File: config.mk
export PLATFORM = sky130hd
export DESIGN_NAME = pc_gen
export DESIGN_NICKNAME = d
export VERILOG_FILES = /design/src/rtl/pc_gen.sv
export SDC_FILE = /design/constraint.sdc
export NUM_CORES = 1
export LEC_CHECK = 0
export BUFFER_PORTS_ARGS = -buffer_cell sky130_fd_sc_hd__buf_2
export CAP_MARGIN = 5
export CELL_PAD_IN_SITES_DETAIL_PLACEMENT = 0
export CELL_PAD_IN_SITES_GLOBAL_PLACEMENT = 1
export CORE_AREA = 2 2 90 92
export CTS_BUF_LIST = sky130_fd_sc_hd__clkbuf_4 sky130_fd_sc_hd__clkbuf_8
export DETAILED_ROUTE_END_ITERATION = 12
export DIE_AREA = 0 0 92 94
export PLACE_DENSITY = 0.78
export RECOVER_POWER = 25
export SLEW_MARGIN = 20
export SYNTH_ARGS = -nofsm -noshare
export SYNTH_HDL_FRONTEND = slang
export SYNTH_SLANG_ARGS = --single-unit
File: constraint.sdc
create_clock -name clk -period 1.7 [get_ports clk]
set_input_delay 0.255 -clock clk [delete_from_list [all_inputs] [get_ports clk]]
set_output_delay 0.255 -clock clk [all_outputs]
set_load 0.005 [all_outputs]
File: src/rtl/pc_gen.sv
// Fetch PC register with boot hold, redirect/flush pulses and mispredict recovery bubbles.
// Optional PC_GEN_PERF_EN adds saturating stall/recovery cycle counters.
module pc_gen #(
  parameter int              PC_W          = 16,
  parameter int              FETCH_INC     = 4,
  parameter logic [PC_W-1:0] RESET_PC      = '0,
  parameter int              RECOV_BUBBLES = 2
) (
  input  logic            clk,
  input  logic            rst,
  input  logic [2:0]      PC_select,
  input  logic [PC_W-1:0] pred_tgt0,
  input  logic [PC_W-1:0] pred_tgt1,
  input  logic [PC_W-1:0] jump_tgt,
  input  logic [PC_W-1:0] pc_recovery,
  input  logic [PC_W-1:0] pc_bhndlr,
  output logic [PC_W-1:0] pc,
  output logic            fetch_valid,
  output logic            redirect,
  output logic [2:0]      redirect_src,
  output logic            flush,
  output logic [1:0]      fsm_state
`ifdef PC_GEN_PERF_EN
  ,
  output logic [15:0]     stall_cycles,
  output logic [15:0]     recov_cycles
`endif
);

  typedef enum logic [1:0] {
    S_BOOT    = 2'd0,
    S_RUN     = 2'd1,
    S_RECOVER = 2'd2
  } state_t;

  localparam logic [2:0] SEL_TGT0  = 3'd0;
  localparam logic [2:0] SEL_TGT1  = 3'd1;
  localparam logic [2:0] SEL_JUMP  = 3'd2;
  localparam logic [2:0] SEL_RECOV = 3'd3;
  localparam logic [2:0] SEL_BHND  = 3'd4;
  localparam logic [2:0] SEL_SEQ   = 3'd5;
  localparam logic [2:0] SEL_RESET = 3'd7;

  state_t     state;
  logic [3:0] bubble_cnt;

  assign fsm_state = state;

  always_ff @(posedge clk) begin
    if (rst) begin
      state        <= S_BOOT;
      pc           <= RESET_PC;
      fetch_valid  <= 1'b0;
      redirect     <= 1'b0;
      redirect_src <= 3'd0;
      flush        <= 1'b0;
      bubble_cnt   <= 4'd0;
    end else begin
      redirect <= 1'b0;
      flush    <= 1'b0;
      if (PC_select == SEL_RESET) begin
        state       <= S_BOOT;
        pc          <= RESET_PC;
        fetch_valid <= 1'b0;
        bubble_cnt  <= 4'd0;
      end else if (state == S_BOOT) begin
        // First fetch is RESET_PC; the exiting code itself is not acted on.
        state       <= S_RUN;
        fetch_valid <= 1'b1;
      end else if (PC_select == SEL_RECOV) begin
        state        <= S_RECOVER;
        pc           <= pc_recovery;
        fetch_valid  <= 1'b0;
        redirect     <= 1'b1;
        flush        <= 1'b1;
        redirect_src <= SEL_RECOV;
        bubble_cnt   <= 4'(RECOV_BUBBLES);
      end else if (state == S_RECOVER) begin
        if (bubble_cnt == 4'd1) begin
          state       <= S_RUN;
          fetch_valid <= 1'b1;
          bubble_cnt  <= 4'd0;
        end else begin
          bubble_cnt <= bubble_cnt - 4'd1;
        end
      end else begin
        case (PC_select)
          SEL_TGT0: begin
            pc <= pred_tgt0; redirect <= 1'b1; redirect_src <= PC_select;
          end
          SEL_TGT1: begin
            pc <= pred_tgt1; redirect <= 1'b1; redirect_src <= PC_select;
          end
          SEL_JUMP: begin
            pc <= jump_tgt; redirect <= 1'b1; redirect_src <= PC_select;
          end
          SEL_BHND: begin
            pc <= pc_bhndlr; redirect <= 1'b1; redirect_src <= PC_select;
          end
          SEL_SEQ: pc <= pc + PC_W'(FETCH_INC);
          default: ; // stall: hold pc, stay live
        endcase
      end
    end
  end

`ifdef PC_GEN_PERF_EN
  always_ff @(posedge clk) begin
    if (rst) begin
      stall_cycles <= 16'd0;
      recov_cycles <= 16'd0;
    end else begin
      if (state == S_RUN && PC_select == 3'd6 && stall_cycles != 16'hFFFF)
        stall_cycles <= stall_cycles + 16'd1;
      if (state == S_RECOVER && recov_cycles != 16'hFFFF)
        recov_cycles <= recov_cycles + 16'd1;
    end
  end
`endif

endmodule

==> results.md <==
- Max cap viols: 0
- Core Region: 7610 µm²
- Die Ht: 94 µm
- Comb pwr share: 0.362
- RSZ-0062 raised after global routing: true
- Crit path kind: reg -> reg
- GRT Util Overall: 0.196
- Mapped Area: 2150 µm²
- Drt drc: 0
- Clk root buf: clkbuf_8
- Worst Hold Depth: 2
- Power Density: 544 nW/µm²
- Rel. slew slack: 0.582
- Post-CTS Hold Buffers: 0
- Ys Warns: 0
- Hold Vio Cnt, Final: 0
- Min-delay src: rst
- CTS clk-pin slew, worst paths: 100 ps
- I/O pin cnt: 109
- Antenna cells: 0
- Max Root-Sink Buffers: 2
- Delay-heaviest family, CP: simple AND/OR/NAND/NOR gates
- Largest net degree at the start of global routing: 36
- Post-route minimum period: 1740 ps
- Startpoint types: flop
- EDFF count, synth: 0
- Status: finished, violations left
- Post-layout nets: 524
- Internal power: 1170 µW
- Multi-input gate area: 1510 µm²
- Clock Latency Late Sink: 280 ps
- GPL Wtd Cong: 0.893
- Sequential power share: 0.402
- Clock share of power: 0.236
- Vias in the first global route: 2708
- Sw Share: 0.326
- Full die area: 8650 µm²
- Die Width: 92 µm
- Clock Sinks: 27
- Detailed Place HPWL: 6640 µm
- Worst-path cell chain: inv_2 > ha_4 > nor3b_4 > or4b_4 > or3b_1 > a21oi_2
- Initial antenna violation count: 0
- Initial Util: 0.282
- Worst hold endpoint: redirect_src[1]
- Final Cycle Share: 1.03
- Post-CTS Setup Inserts: 0
- Num rows: 32
- Share of post-route cells with drive strength above 1: 0.411
- Final setup TNS: -44.5 ps
- TritonCTS buffer count: 3
- CP Buf/Inv Count: 1
- Slowest CP cell: or4b_4
- Worst Hold Class: in -> reg
- Most frequent cells in the layout: buf_2, buf_4, nand2_1, nor2_1, dfxtp_1
- Reg2Reg Depth: 6
- Max frequency: 573 MHz
- Worst Hold Slack: 222 ps
- FF-to-FF Start: bubble_cnt[1]
- Pleak: 0.00144 µW
- Slowest stage delay, CP: 520 ps
- Slew Limit Fails: 0
- Crit path DAT: 1970 ps
- Net switching power: 566 µW
- Vias: 2747
- # setup viols final: 1
- Synth Flop Type: dfxtp_1
- VDD IR max: 0.254 mV
- Initial DRC Count: 197
- Final wirelength: 8390 µm
- Async SR Flop Fraction: 0
- First-pass detailed-route iteration total: 4
- Failing checks: negative setup slack
- Synthesized area per cell: 7.30 µm²
- Reg2Reg Setup Slack: -40 ps
- Flop and latch count out of synthesis: 27
- Seq. cell area: 543 µm²
- Distinct cells, synth: 50
- Port bufs: 108
- Worst slew pin tran: 624 ps
- Layout area overhead: 48.9%
- Depth of the CTS H-tree: 1
- Number of antenna-violating nets in the routed design: 0
- Setup Skew: 7.45 ps
- Fin util: 0.420
- Wire length per cell: 15.6 µm
- GRT Residual Overflow: 0
- Vias/cell: 5.12
- Post-Syn Nets: 382
- Worst setup EP type: flop
- Sequential fraction of the synthesis area: 0.252
- Commonest non-fill, non-tap cell in the layout: buf_2
- Crit-path max FO: 2
- Filler cells: 839
- Post-Syn Instances: 294
- Worst path required time: 1920 ps
- PnR worst setup slack: -44.5 ps
- First-pass GRT wire length: 13600 µm
- CTS tree: done
- Reg2reg end: bubble_cnt[2]
[sequential cells by signal, summed over array words and instances, names as in the netlist]
name	cells
pc	16
redirect	1
bubble_cnt	4
fsm_state	2
flush	1
redirect_src	3
[Yosys cell counts (2+ instances only)]
library cell	n	area, µm²
nand2_1	28	105
nor2_1	28	105
dfxtp_1	27	541
o22ai_1	21	131
a21oi_1	19	95.1
o21ai_0	19	95.1
mux2_2	11	124
o21ai_1	11	55.1
inv_1	9	33.8
nor3_1	9	45.0
buf_2	8	40.0
xor2_1	7	61.3
a211oi_1	6	45.0
clkbuf_1	6	22.5
nand3_1	6	30.0
nor2b_1	6	37.5
a221oi_1	5	43.8
a22o_1	5	43.8
o211ai_1	5	37.5
a31oi_1	4	25.0
buf_1	4	15.0
xnor2_1	4	35.0
and3_1	3	18.8
ha_1	3	37.5
mux2i_1	3	30.0
nand2b_1	3	18.8
nor3b_1	3	22.5
nor4_1	3	18.8
a21boi_0	2	15.0
a21o_1	2	15.0
a221o_1	2	20.0
a32oi_1	2	17.5
buf_4	2	15.0
nand4_1	2	12.5
[what timing repair did]
item | 4_1_cts | 5_1_grt
resized for setup | 0 | 6
setup endpoints to repair | 2 | 7
pin swaps | 1 | 1
gates cloned | 0 | 0
hold endpoints to repair | 0 | 0
[worst max-delay path by stage]
| stage | startpoint | end | slack [ps] | cells after the start |
|---|---|---|---|---|
| global placement | bubble_cnt[1] | bubble_cnt[2] | 9 | 6 |
| CTS | bubble_cnt[1] | bubble_cnt[2] | -50 | 6 |
| finish | bubble_cnt[1] | bubble_cnt[2] | -40 | 6 |
| floorplan | bubble_cnt[1] | bubble_cnt[2] | -10 | 6 |
| detailed placement | bubble_cnt[1] | bubble_cnt[2] | -30 | 6 |
| global route | bubble_cnt[1] | bubble_cnt[2] | -110 | 8 |
[metrics by stage]
step                      instance area, µm²  std cells  setup WS, ps  total power [µW]
after floorplan                         2150        294         -9.59              1010
after global placement                  3120        533          8.77              1330
after detailed placement                3120        533         -27.8              1340
after CTS                               3170        537         -51.9              1730
after global routing                    3200        537          -108              1840
final                                   3200        537         -44.5              1740
[power groups by stage]
stage	registers (µW)	logic, µW	clock network, µW
after global placement	713	618	0
final	699	629	410
after floorplan	727	286	0
after detailed placement	713	625	0
after CTS	699	628	406
after global routing	704	697	436
[routing by layer]
metal,track usage,up-vias,share of wire
met5,0,-,0
met2,0.320,110,0.47
li1,-,1379,-
met3,0.0265,6,0.070
met4,0.0460,0,0.0083
met1,0.275,1252,0.45
[cells by family (layout without fill, tap and decap cells)]
group           after synthesis  after routing  share of synthesized area
flops                        27             27                      0.252
buf+inv                      31            172                     0.0624
xor+xnor                     11             11                     0.0449
mux                          15             15                     0.0770
fa+ha+maj                     3              3                     0.0175
simple gates                 97             97                      0.219
compound gates              110            110                      0.327
[cell type report]
| cell class | count | share of cell area |
|---|---|---|
| Clock buffer | 4 | 0.0153 |
| Inverter | 11 | 0.0129 |
| Timing Repair Buffer | 157 | 0.291 |
| Multi-Input combinational cell | 236 | 0.471 |
| Tap cell | 102 | 0.0399 |
| Sequential cell | 27 | 0.170 |
Power figures use the tool's default switching activity.
